===== src/rtl/mult_share_pkg.sv =====
// Shared types and constants for the shared-multiplier controller:
// FSM state encoding, default settle time and settle counter width.
package mult_share_pkg;

    localparam int unsigned SETTLE_DEFAULT = 2;
    localparam int unsigned CNT_W          = 4;

    typedef enum logic [1:0] {
        ST_IDLE    = 2'd0,
        ST_SETTLE  = 2'd1,
        ST_CAPTURE = 2'd2,
        ST_ACK     = 2'd3
    } state_t;

    // The counter counts down to zero inclusive, so it starts one below the cycle count.
    function automatic logic [CNT_W-1:0] settle_load(input int unsigned settle);
        return CNT_W'(settle - 1);
    endfunction

endpackage


===== src/rtl/mult_share_ctrl_if.sv =====
// Signal bundle between two requesters, the shared multiplier and the controller.
interface mult_share_ctrl_if;

    // Handshake: each requester runs a 4-phase protocol. It raises reqN with
    // stable operands, waits for ackN high (product valid while ackN is high),
    // drops reqN, and the controller drops ackN on the edge that sees reqN low.
    // A req that falls before ack rises still gets a single-cycle ack.
    logic        req0;
    logic        req1;
    logic [7:0]  a0;
    logic [7:0]  b0;
    logic [7:0]  a1;
    logic [7:0]  b1;
    logic        ack0;
    logic        ack1;
    logic [15:0] product;
    logic [7:0]  mul_a;
    logic [7:0]  mul_b;
    logic [15:0] mul_p;
    logic        busy;
    logic        gnt;

    modport slave (
        input  req0, req1, a0, b0, a1, b1, mul_p,
        output ack0, ack1, product, mul_a, mul_b, busy, gnt
    );

    modport master (
        output req0, req1, a0, b0, a1, b1, mul_p,
        input  ack0, ack1, product, mul_a, mul_b, busy, gnt
    );

endinterface


===== src/rtl/mult_rr_pick.sv =====
// Two-way round-robin pick: pointer names the requester favoured on a tie.
module mult_rr_pick (
    input  logic req0,
    input  logic req1,
    input  logic pointer,
    output logic winner,
    output logic valid
);

    always_comb begin
        valid  = req0 | req1;
        winner = 1'b0;
        if (req0 && req1) begin
            winner = pointer;
        end else if (req1) begin
            winner = 1'b1;
        end
    end

endmodule


===== src/rtl/mult_share_ctrl.sv =====
// Arbitrated front end for one external 8x8 multiplier: grants one of two
// 4-phase requesters, waits SETTLE cycles, registers the product and acks.
module mult_share_ctrl
    import mult_share_pkg::*;
#(
    parameter int unsigned SETTLE = SETTLE_DEFAULT
) (
    input  logic             Clock,
    input  logic             Resetn,
    mult_share_ctrl_if.slave bus,
    output state_t           dbg_state
);

    localparam logic [CNT_W-1:0] CNT_LOAD = settle_load(SETTLE);
    localparam logic [CNT_W-1:0] CNT_ONE  = CNT_W'(1);

    state_t           state;
    state_t           state_nx;
    logic [CNT_W-1:0] cnt;
    logic [CNT_W-1:0] cnt_nx;
    logic             ptr;
    logic             ptr_nx;
    logic             gnt_q;
    logic             gnt_nx;
    logic             ack0_q;
    logic             ack0_nx;
    logic             ack1_q;
    logic             ack1_nx;
    logic [15:0]      product_q;
    logic [15:0]      product_nx;
    logic [7:0]       mul_a_q;
    logic [7:0]       mul_a_nx;
    logic [7:0]       mul_b_q;
    logic [7:0]       mul_b_nx;

    logic             pick_winner;
    logic             pick_valid;
    logic             req_granted;
    logic             ack_hold;

    mult_rr_pick u_pick (
        .req0    (bus.req0),
        .req1    (bus.req1),
        .pointer (ptr),
        .winner  (pick_winner),
        .valid   (pick_valid)
    );

    assign req_granted = gnt_q ? bus.req1 : bus.req0;

    always_comb begin
        state_nx   = state;
        cnt_nx     = cnt;
        ptr_nx     = ptr;
        gnt_nx     = gnt_q;
        ack0_nx    = 1'b0;
        ack1_nx    = 1'b0;
        product_nx = product_q;
        mul_a_nx   = mul_a_q;
        mul_b_nx   = mul_b_q;
        ack_hold   = 1'b0;

        case (state)
            ST_IDLE: begin
                if (pick_valid) begin
                    gnt_nx   = pick_winner;
                    mul_a_nx = pick_winner ? bus.a1 : bus.a0;
                    mul_b_nx = pick_winner ? bus.b1 : bus.b0;
                    cnt_nx   = CNT_LOAD;
                    state_nx = ST_SETTLE;
                end
            end

            ST_SETTLE: begin
                if (cnt == '0) begin
                    state_nx = ST_CAPTURE;
                end else begin
                    cnt_nx = cnt - CNT_ONE;
                end
            end

            ST_CAPTURE: begin
                product_nx = bus.mul_p;
                state_nx   = ST_ACK;
            end

            ST_ACK: begin
                // The first ACK cycle always raises ack, so a requester that
                // already let go still sees exactly one ack pulse.
                ack_hold = req_granted || !(ack0_q || ack1_q);
                ack0_nx  = ack_hold && !gnt_q;
                ack1_nx  = ack_hold && gnt_q;
                if (!req_granted) begin
                    ptr_nx   = ~gnt_q;
                    state_nx = ST_IDLE;
                end
            end

            default: begin
                state_nx = ST_IDLE;
            end
        endcase
    end

    always_ff @(posedge Clock or negedge Resetn) begin
        if (!Resetn) begin
            state     <= ST_IDLE;
            cnt       <= '0;
            ptr       <= 1'b0;
            gnt_q     <= 1'b0;
            ack0_q    <= 1'b0;
            ack1_q    <= 1'b0;
            product_q <= '0;
            mul_a_q   <= '0;
            mul_b_q   <= '0;
        end else begin
            state     <= state_nx;
            cnt       <= cnt_nx;
            ptr       <= ptr_nx;
            gnt_q     <= gnt_nx;
            ack0_q    <= ack0_nx;
            ack1_q    <= ack1_nx;
            product_q <= product_nx;
            mul_a_q   <= mul_a_nx;
            mul_b_q   <= mul_b_nx;
        end
    end

    assign bus.ack0    = ack0_q;
    assign bus.ack1    = ack1_q;
    assign bus.product = product_q;
    assign bus.mul_a   = mul_a_q;
    assign bus.mul_b   = mul_b_q;
    assign bus.gnt     = gnt_q;
    assign bus.busy    = (state != ST_IDLE);
    assign dbg_state   = state;

endmodule


===== src/flat_wrapper.sv =====
// flat-port wrapper written by rule: the top's interface ports become plain ports
module mult_share_ctrl_flat import mult_share_pkg::*;
#(
    parameter int unsigned SETTLE = SETTLE_DEFAULT
)
  (Clock, Resetn, dbg_state, bus_req0, bus_req1, bus_a0, bus_b0, bus_a1, bus_b1, bus_mul_p, bus_ack0, bus_ack1, bus_product, bus_mul_a, bus_mul_b, bus_busy, bus_gnt);
  mult_share_ctrl_if bus_i ();
  input  logic Clock;
  input  logic Resetn;
  output state_t dbg_state;
  input wire logic [$bits(bus_i.req0)-1:0] bus_req0;
  input wire logic [$bits(bus_i.req1)-1:0] bus_req1;
  input wire logic [$bits(bus_i.a0)-1:0] bus_a0;
  input wire logic [$bits(bus_i.b0)-1:0] bus_b0;
  input wire logic [$bits(bus_i.a1)-1:0] bus_a1;
  input wire logic [$bits(bus_i.b1)-1:0] bus_b1;
  input wire logic [$bits(bus_i.mul_p)-1:0] bus_mul_p;
  output wire logic [$bits(bus_i.ack0)-1:0] bus_ack0;
  output wire logic [$bits(bus_i.ack1)-1:0] bus_ack1;
  output wire logic [$bits(bus_i.product)-1:0] bus_product;
  output wire logic [$bits(bus_i.mul_a)-1:0] bus_mul_a;
  output wire logic [$bits(bus_i.mul_b)-1:0] bus_mul_b;
  output wire logic [$bits(bus_i.busy)-1:0] bus_busy;
  output wire logic [$bits(bus_i.gnt)-1:0] bus_gnt;
  assign bus_i.req0 = bus_req0;
  assign bus_i.req1 = bus_req1;
  assign bus_i.a0 = bus_a0;
  assign bus_i.b0 = bus_b0;
  assign bus_i.a1 = bus_a1;
  assign bus_i.b1 = bus_b1;
  assign bus_i.mul_p = bus_mul_p;
  assign bus_ack0 = bus_i.ack0;
  assign bus_ack1 = bus_i.ack1;
  assign bus_product = bus_i.product;
  assign bus_mul_a = bus_i.mul_a;
  assign bus_mul_b = bus_i.mul_b;
  assign bus_busy = bus_i.busy;
  assign bus_gnt = bus_i.gnt;
  mult_share_ctrl #(.SETTLE(SETTLE)) u_core (.Clock(Clock), .Resetn(Resetn), .bus(bus_i), .dbg_state(dbg_state));
endmodule

===== config.mk =====
export PLATFORM = sky130hd
export DESIGN_NAME = mult_share_ctrl_flat
export DESIGN_NICKNAME = d
export VERILOG_FILES = /design/src/rtl/mult_share_pkg.sv /design/src/rtl/mult_share_ctrl_if.sv /design/src/rtl/mult_rr_pick.sv /design/src/rtl/mult_share_ctrl.sv /design/src/flat_wrapper.sv
export SDC_FILE = /design/constraint.sdc
export NUM_CORES = 1
export LEC_CHECK = 0
export ABC_AREA = 1
export BUFFER_PORTS_ARGS = -buffer_cell sky130_fd_sc_hd__buf_2
export CORE_MARGIN = 3
export CORE_UTILIZATION = 42
export CTS_CLUSTER_DIAMETER = 50
export CTS_CLUSTER_SIZE = 30
export DETAILED_ROUTE_END_ITERATION = 7
export PLACE_DENSITY = 0.76
export SKIP_CTS_REPAIR_TIMING = 1
export SLEW_MARGIN = 20
export SYNTH_ARGS = -nofsm -noshare
export SYNTH_HDL_FRONTEND = slang
export SYNTH_HIERARCHICAL = 1
export SYNTH_SLANG_ARGS = --single-unit

===== constraint.sdc =====
create_clock -name Clock -period 1.5 [get_ports Clock]
set_clock_uncertainty 0.15 [all_clocks]
set_input_delay 0.225 -clock Clock [delete_from_list [all_inputs] [get_ports Clock]]
set_output_delay 0.225 -clock Clock [all_outputs]
set_load 0.03 [all_outputs]

# Yosys cells after proc, flatten, opt, wreduce, memory -nomap -nowiden

Index checks and enable logic that the tools add are counted.

Reductions and logical operators: 15
Bitwise logic cells: 3
Mux-type cells: 14
Add/subtract/negate cells: 1
Equal/unequal tests: 7

Operators by type and width:

| operator                                                            | count |
|---|---|
| 8-bit 2-to-1 mux                                                    | 2 |
| 4-bit 2-to-1 mux                                                    | 2 |
| 2-bit case mux with 4 select lines                                  | 1 |
| 4-bit case mux with 2 select lines                                  | 1 |
| 2-bit 2-to-1 mux                                                    | 3 |
| 3-bit AND reduction                                                 | 2 |
| 1-bit 2-to-1 mux                                                    | 5 |
| 2-bit == test (second input constant)                               | 2 |
| 4-bit zero test                                                     | 1 |
| 2-bit by 1-bit != test with 1-bit output (second input constant)    | 2 |
| 2-bit != test (second input constant)                               | 2 |
| 2-bit AND reduction                                                 | 2 |
| 2-bit nonzero test                                                  | 2 |
| 4-bit by 1-bit subtractor with 4-bit output (second input constant) | 1 |
| 1-bit logical AND                                                   | 3 |
| 2-bit by 1-bit == test with 1-bit output (second input constant)    | 1 |
| 1-bit zero test                                                     | 2 |
| 2-bit zero test                                                     | 1 |
| 1-bit logical OR                                                    | 2 |
| 1-bit NOT                                                           | 2 |
| 1-bit bitwise OR                                                    | 1 |

Bits in registers: 42

# Depth between registers and ports, before layout

Gate-level depths: netlist of the first run.

Word-level depth: 5
Gate-level depth with buffers: 9
Depth with buffers taken out: 9

# By module

The synthesis of the first run kept the hierarchy.

By module, submodules not included:

| module          | seq. area each (sq um) | cells an instance | area an instance (sq um) | times used |
|---|---|---|---|---|
| mult_share_ctrl | 1051.0                 | 231               | 1948.1                   | 1 |
| mult_rr_pick    | 0.0                    | 5                 | 22.5                     | 1 |

# Worst setup path before layout of the first run

Ideal clock, no wire load.

Kind: flip-flop to flip-flop
From: register u_core.state[0] (netlist: u_core/dbg_state[0])
To: register u_core.cnt[2]
Path buffers: 0
Data required time: 1.224 ns
Library setup time: 0.126 ns
Setup slack: -0.335 ns
Data arrival time: 1.559 ns
Period minus slack after synthesis: 1.835 ns
Cell stages (with the launch flop): 9
Cell sequence: dfrtp_1 > inv_1 > ha_1 > inv_1 > nor2_1 > inv_2 > nand3_4 > nand2_1 > o21ai_0

Cells in the longest elaborated chain, start to end: 3
Elaborated cells on any way between the ends: 7
Those cells by class: eq/ne: 3; mux: 1; reduce/logical: 3

Ends and longest elaborated chain:

| element                                                                     | RTL line               | source |
|---|---|---|
| start, declared                                                             | mult_share_ctrl.sv:17  | `state_t state;` |
| start signal, assigned                                                      | mult_share_ctrl.sv:117 | `state <= state_nx;` |
| 2-bit by 1-bit == test with 1-bit output or 2-bit zero test (tied branches) | mult_share_ctrl.sv:63  | `case (state)` |
| 2-bit != test (no source line) (tied with other cells)                      | n/a                    |  |
| 3-bit AND reduction (no source line)                                        | n/a                    |  |
| end signal, assigned                                                        | mult_share_ctrl.sv:118 | `cnt <= cnt_nx;` |
| end, declared                                                               | mult_share_ctrl.sv:19  | `logic [CNT_W-1:0] cnt;` |

Parallel ways exist; a longest one is shown, timed or not.
A chain may end at the register's enable or synchronous reset.

# Worst setup path after layout of the first run

From: register u_core.state[1] (netlist: u_core/dbg_state[1])
To: output port bus_busy

Cells in the longest elaborated chain, start to end: 1

Ends and longest elaborated chain:

| element            | RTL line               | source |
|---|---|---|
| 2-bit nonzero test | mult_share_ctrl.sv:135 | `assign bus.busy = (state != ST_IDLE);` |
| end, declared      | flat_wrapper.sv:23     | `output wire logic [$bits(bus_i.busy)-1:0] bus_busy;` |

Every way passes these cells.

==> impl_metrics.toml, run 1 <==
[global_route]
antenna_found_initial = 0
grt-ovfl-total = 0
grt_pass1_wl_um = 7500
globalRouteTotalUtil_pct = 17.6
grt_max_degree = 29
grt_pass1_vias = 1688

[routing]
final_antenna_net_count = 0
num_vias = 1900
wire_per_inst_um = 12.4
drcViolationCount = 0
avgViaCountPerCell = 4.80
dr.pass1.iters = 4
routed_wl_um = 4920
drtIter0Drc = 82

[synth]
synthTopCellsByCount = "nand2_1 (86), dfrtp_1 (42), a21oi_1 (33)"
synth-compound-area-share_pct = 10.3
yosysSeqAreaShare_pct = 53.3
syn_area_um2 = 1970
yosys.area.top_type_share_pct = 53.3
ys.flop_type = "dfrtp_1"
syn-num-nets = 295
yosysWarningCount = 6
synthArstFlopShare_pct = 100
synth_edf_count = 0
synth_fa_ha_area_share_pct = 4.44
synth_cell_types = 22
synth_top_family_by_area = "simple AND/OR/NAND/NOR gates"
ys_seq_elements = 42
synth_top_area_cell = "dfrtp_1"
syn_inst = 236
synth_xor_area_share_pct = 0.444
synth-simple-area-share_pct = 25.4
yosys.cell_count.top_type = "nand2_1"
avgSynthCellArea_um2 = 8.35
yosys-top-cells-area = "dfrtp_1 (53%), nand2_1 (16%), a21oi_1 (8.4%), nor2_1 (4.6%), ha_1 (4.4%)"
muxShareOfSynthArea_pct = 0

[floorplan]
die_width_um = 74.5
num_rows = 24
initial_core_util_pct = 44.3
core_um2 = 4440
die-area_um2 = 5550
boundaryPins = 90
die_height_um = 74.5

[place]
dpl.hpwl_um = 3330
gp_congestion = 0.738
io_buffers = 89
dp.cells = 374
pre_cts_ws_ps = 18.2

[sta]
rsz0062_at_grt = "yes"
fmax_mhz = 655
timing.final.crit_share_pct = 102
drv_slew = 0
slew_headroom_pct = 75.7
hold_ws_ps = -15.1
timing.final.ws_setup_ps = -26.1
finalHoldViolations = 5
worst_pin_slew_ps = 364
fin_crit_ps = 1530
setup_viol = 1

[final_layout]
nets = 402
area_growth_pct = 41.0
diodes = 0
drive_above_1_share_pct = 36.6
fillers = 387
final_cells = 396
final_util_pct = 62.5

[power]
p_per_area_nw_per_um2 = 2350
p_leak_nw = 1.48
p_comb_share_pct = 58.0
max-vdd-ir-drop_v = 0.000959
switching_share_pct = 48.5
seqPwrFrac_pct = 30.7
internal_power_w = 0.00337
p_switching_w = 0.00317
clock_power_share_pct = 11.2
finalPower_w = 0.00654

[clock_network]
clock_latency_ps = 290
tritoncts = "yes"
clockBufferDepth = 2
clk_pin_slew_ps = 80
root_buffer = "clkbuf_8"
cts.sinks = 42
numCtsBuffers = 5
ctsHtreeMaxLevel = 2

[status]
violations = "hold timing, setup timing"
status = "finished, violations left"

[job]
drv_cap = 0

[critical_path]
critical_path_class = "reg -> out"
crit_path_end_kind = "output pin"
r2r_slack_ps = 0
required_ps = 1120
critical_path_arrival_ps = 1150
crit_fanout = 3
start_kind = "register"

[min_path]
hold_class = "in -> reg"
## cells by family (layout without fill, tap and decap cells)
kind of cell,Yosys count,count (layout)
XOR/XNOR,1,1
AND/OR/NAND/NOR,122,122
AO/OA/AOI/OAI,40,40
adder cells (fa/ha/maj),7,7
flip-flops,42,42
buffers and inverters,24,132
## power groups by stage
stage | Clock [W] | Combinational, W | Sequential, W
final | 0.000734 | 0.00380 | 0.00201
after global routing | 0.000811 | 0.00418 | 0.00209
after CTS | 0.000762 | 0.00358 | 0.00202
after detailed placement | 0 | 0.00354 | 0.00204
after global placement | 0 | 0.00347 | 0.00204
after floorplan | 0 | 0.00161 | 0.00299
## sequential cells by signal, summed over array words and instances (netlist names)
register,cells
u_core/dbg_state,2
u_core/ptr,1
u_core/bus.mul_a,8
u_core/bus.gnt,1
u_core/cnt,4
u_core/bus.mul_b,8
u_core/bus.ack1,1
u_core/bus.ack0,1
u_core/bus.product,16
## critical path, cell delays in order (launching register included)
cell	delay, ps
dfrtp_2	430
inv_4	90
ha_4	170
inv_4	40
buf_6	130
## through the flow
stage	setup TNS [ps]	cell area, µm²	hold slack, ps
6_report	-26.1	2780	-15.1
3_5_place_dp	0	2520	6.69
2_1_floorplan	-21.6	2010	-221
5_1_grt	-230	2780	-2.42
3_3_place_gp	0	2520	2.53
4_1_cts	-109	2620	-306
## worst paths after layout
| kind | from | endpoint | cells after the start |
|---|---|---|---|
| setup / recovery | u_core/dbg_state[1] | bus_busy | 4 |
| hold / removal | bus_mul_p[6] | u_core/bus.product[6] | 3 |
| setup reg to reg | u_core/dbg_state[0] | u_core/cnt[0] | 7 |
| hold reg to reg | u_core/bus.product[10] | u_core/bus.product[10] | 2 |
| max in group asynchronous | Resetn | u_core/dbg_state[0] | 3 |
| min in group asynchronous | Resetn | u_core/bus.product[6] | 2 |
## cell type report
cell class	instances	area (µm²)	area share, %
Multi-Input combinational cell	170	846	30.4
Clock inverter	1	5.00	0.180
Inverter	16	77.6	2.79
Clock buffer	7	86.3	3.11
Sequential cell	42	1050	37.9
Tap cell	52	65.1	2.34
Timing Repair Buffer	108	646	23.2
## metal layers
layer  part of all wire, %  GRT usage (%)
met5                     0              0
met4                   1.8           7.11
met3                   8.3           5.41
met2                    47           27.5
met1                    42           22.6
## layout by cell type (no fill, tap or decap), types with 2 or more instances in the layout
cell type and count:
inv_2 3, buf_4 7, a21oi_1 33, buf_12 2, inv_4 4, nand4_1 2, clkbuf_8 6, ha_4 3
nand3_1 4, buf_2 88, nor2_1 24, inv_1 8, buf_6 2, ha_1 4, dfrtp_1 40, o21ai_0 3
dfrtp_2 2, nand2_1 85, o21ai_1 3, dlygate4sd3_1 9
Note: power is estimated with default switching activity, not from simulation.
==> inputs of run 2 (changes only) <==
CELL_PAD_IN_SITES_DETAIL_PLACEMENT = 1   (was unset)
CELL_PAD_IN_SITES_GLOBAL_PLACEMENT = 1   (was unset)
CORE_UTILIZATION = 29   (was 42)
PLACE_DENSITY = 0.74   (was 0.76)
==> impl_metrics.toml, run 2 (same netlist as run 1, synthesis figures left out) <==
[critical_path]
cp_top_family = "flip-flops"
path_buf_inv = 3
crit_path_end_kind = "output pin"
cpMostUsedCell = "inv_4"
critical_path_class = "reg -> out"
start_kind = "register"
crit_slowest_cell = "dfrtp_2"
worstPathCellList = "inv_4 -> ha_4 -> inv_4 -> buf_6"
critical_path_arrival_ps = 1190
cp_slowest_stage_delay_ps = 450
crit_fanout = 4
required_ps = 1120

[sta]
setup_viol = 3
hold_ws_ps = -24.3
fmax_mhz = 640
drv_slew = 0
slew_headroom_pct = 73.3
timing.final.crit_share_pct = 104
timing.final.ws_setup_ps = -62.9
worst_pin_slew_ps = 401
finalHoldViolations = 4
rsz0062_at_grt = "yes"
fin_crit_ps = 1560

[floorplan]
boundaryPins = 90
die_height_um = 88.4
die_width_um = 88.4
num_rows = 29
initial_core_util_pct = 30.5
die-area_um2 = 7820
core_um2 = 6460

[place]
gp_congestion = 0.785
io_buffers = 89
dp.cells = 400
post_dp_cell_area_um2 = 2560
dpl.hpwl_um = 4400

[clock_network]
tritoncts = "yes"
cts.sinks = 42
ctsHtreeMaxLevel = 2
clk_pin_slew_ps = 80
root_buffer = "clkbuf_8"
clock_latency_ps = 290
clockBufferDepth = 2
numCtsBuffers = 5

[status]
status = "finished, violations left"
violations = "hold timing, setup timing"

[global_route]
grt-ovfl-total = 0
antenna_found_initial = 0
grt_pass1_wl_um = 9590
grt_max_degree = 27
globalRouteTotalUtil_pct = 15.7
grt_pass1_vias = 2062

[power]
finalPower_w = 0.00679
max-vdd-ir-drop_v = 0.000934
p_leak_nw = 1.51
p_per_area_nw_per_um2 = 2360

[routing]
final_antenna_net_count = 0
routed_wl_um = 5880
num_vias = 1916
drtIter0Drc = 53
dr.pass1.iters = 4
wire_per_inst_um = 13.8
drcViolationCount = 0
avgViaCountPerCell = 4.51

[final_layout]
final_cells = 425
drive_above_1_share_pct = 36.8
final_common_cell = "buf_2"
area_growth_pct = 45.8
nets = 406
postLayoutCellArea_um2 = 2870
mostFrequentLayoutCells = "buf_2 (88), nand2_1 (85), dfrtp_1 (40)"
diodes = 0
largest_reg_flops = 16

[job]
drv_cap = 0

[min_path]
hold_class = "in -> reg"
## run 2: layer usage
| layer | vias to the layer above | global-route usage, % | part of all wire (%) |
|---|---|---|---|
| met5 | - | 0 | 0 |
| met4 | 0 | 5.36 | 1.2 |
| met3 | 5 | 4.28 | 6.1 |
| met2 | 49 | 27.1 | 50 |
| met1 | 896 | 18.8 | 43 |
| li1 | 966 | - | - |
## run 2: tightest hold or removal path: cells and delay by family
family | cells | cell delay (ps)
buffers and inverters | 1 | 80
and+or+nand+nor | 2 | 90
## run 2: final timing paths
kind | from | slack, ps | to | cells after the start
worst max-delay path | u_core/dbg_state[1] | -60 | bus_busy | 4
worst min-delay path | bus_mul_p[3] | -20 | u_core/bus.product[3] | 3
worst max register to register | u_core/dbg_state[0] | -10 | u_core/cnt[0] | 7
worst min register to register | u_core/bus.product[14] | 320 | u_core/bus.product[14] | 2
max in group asynchronous | Resetn | 480 | u_core/dbg_state[1] | 3
min in group asynchronous | Resetn | 230 | u_core/bus.product[3] | 2
## run 2: report_power, final
| group | internal (W) | switching [W] | total (W) |
|---|---|---|---|
| sequential | 0.00169 | 0.000347 | 0.00204 |
| clock | 0.000495 | 0.000414 | 0.000909 |
| combinational | 0.00131 | 0.00253 | 0.00384 |
| total | 0.00350 | 0.00329 | 0.00679 |
## run 2: stage by stage
| stage | TNS, ps | setup WS (ps) | utilization, % | hold slack (ps) |
|---|---|---|---|---|
| after floorplan | -21.6 | -10.8 | - | -221 |
| after global placement | 0 | 56.8 | 39.7 | 30.1 |
| after detailed placement | -13.6 | -11.0 | 39.7 | 33.4 |
| after CTS | -197 | -135 | 41.5 | -300 |
| after global routing | -1060 | -114 | 44.5 | 0.704 |
| final | -89.2 | -62.9 | 44.5 | -24.3 |
## run 2: final cells by class
class	count	area [µm²]
Inverter	16	77.6
Tap cell	77	96.3
Clock inverter	3	45.0
Fill cell	817	3580
Timing Repair Buffer	112	679
Clock buffer	5	68.8
Sequential cell	42	1050
Multi-Input combinational cell	170	853
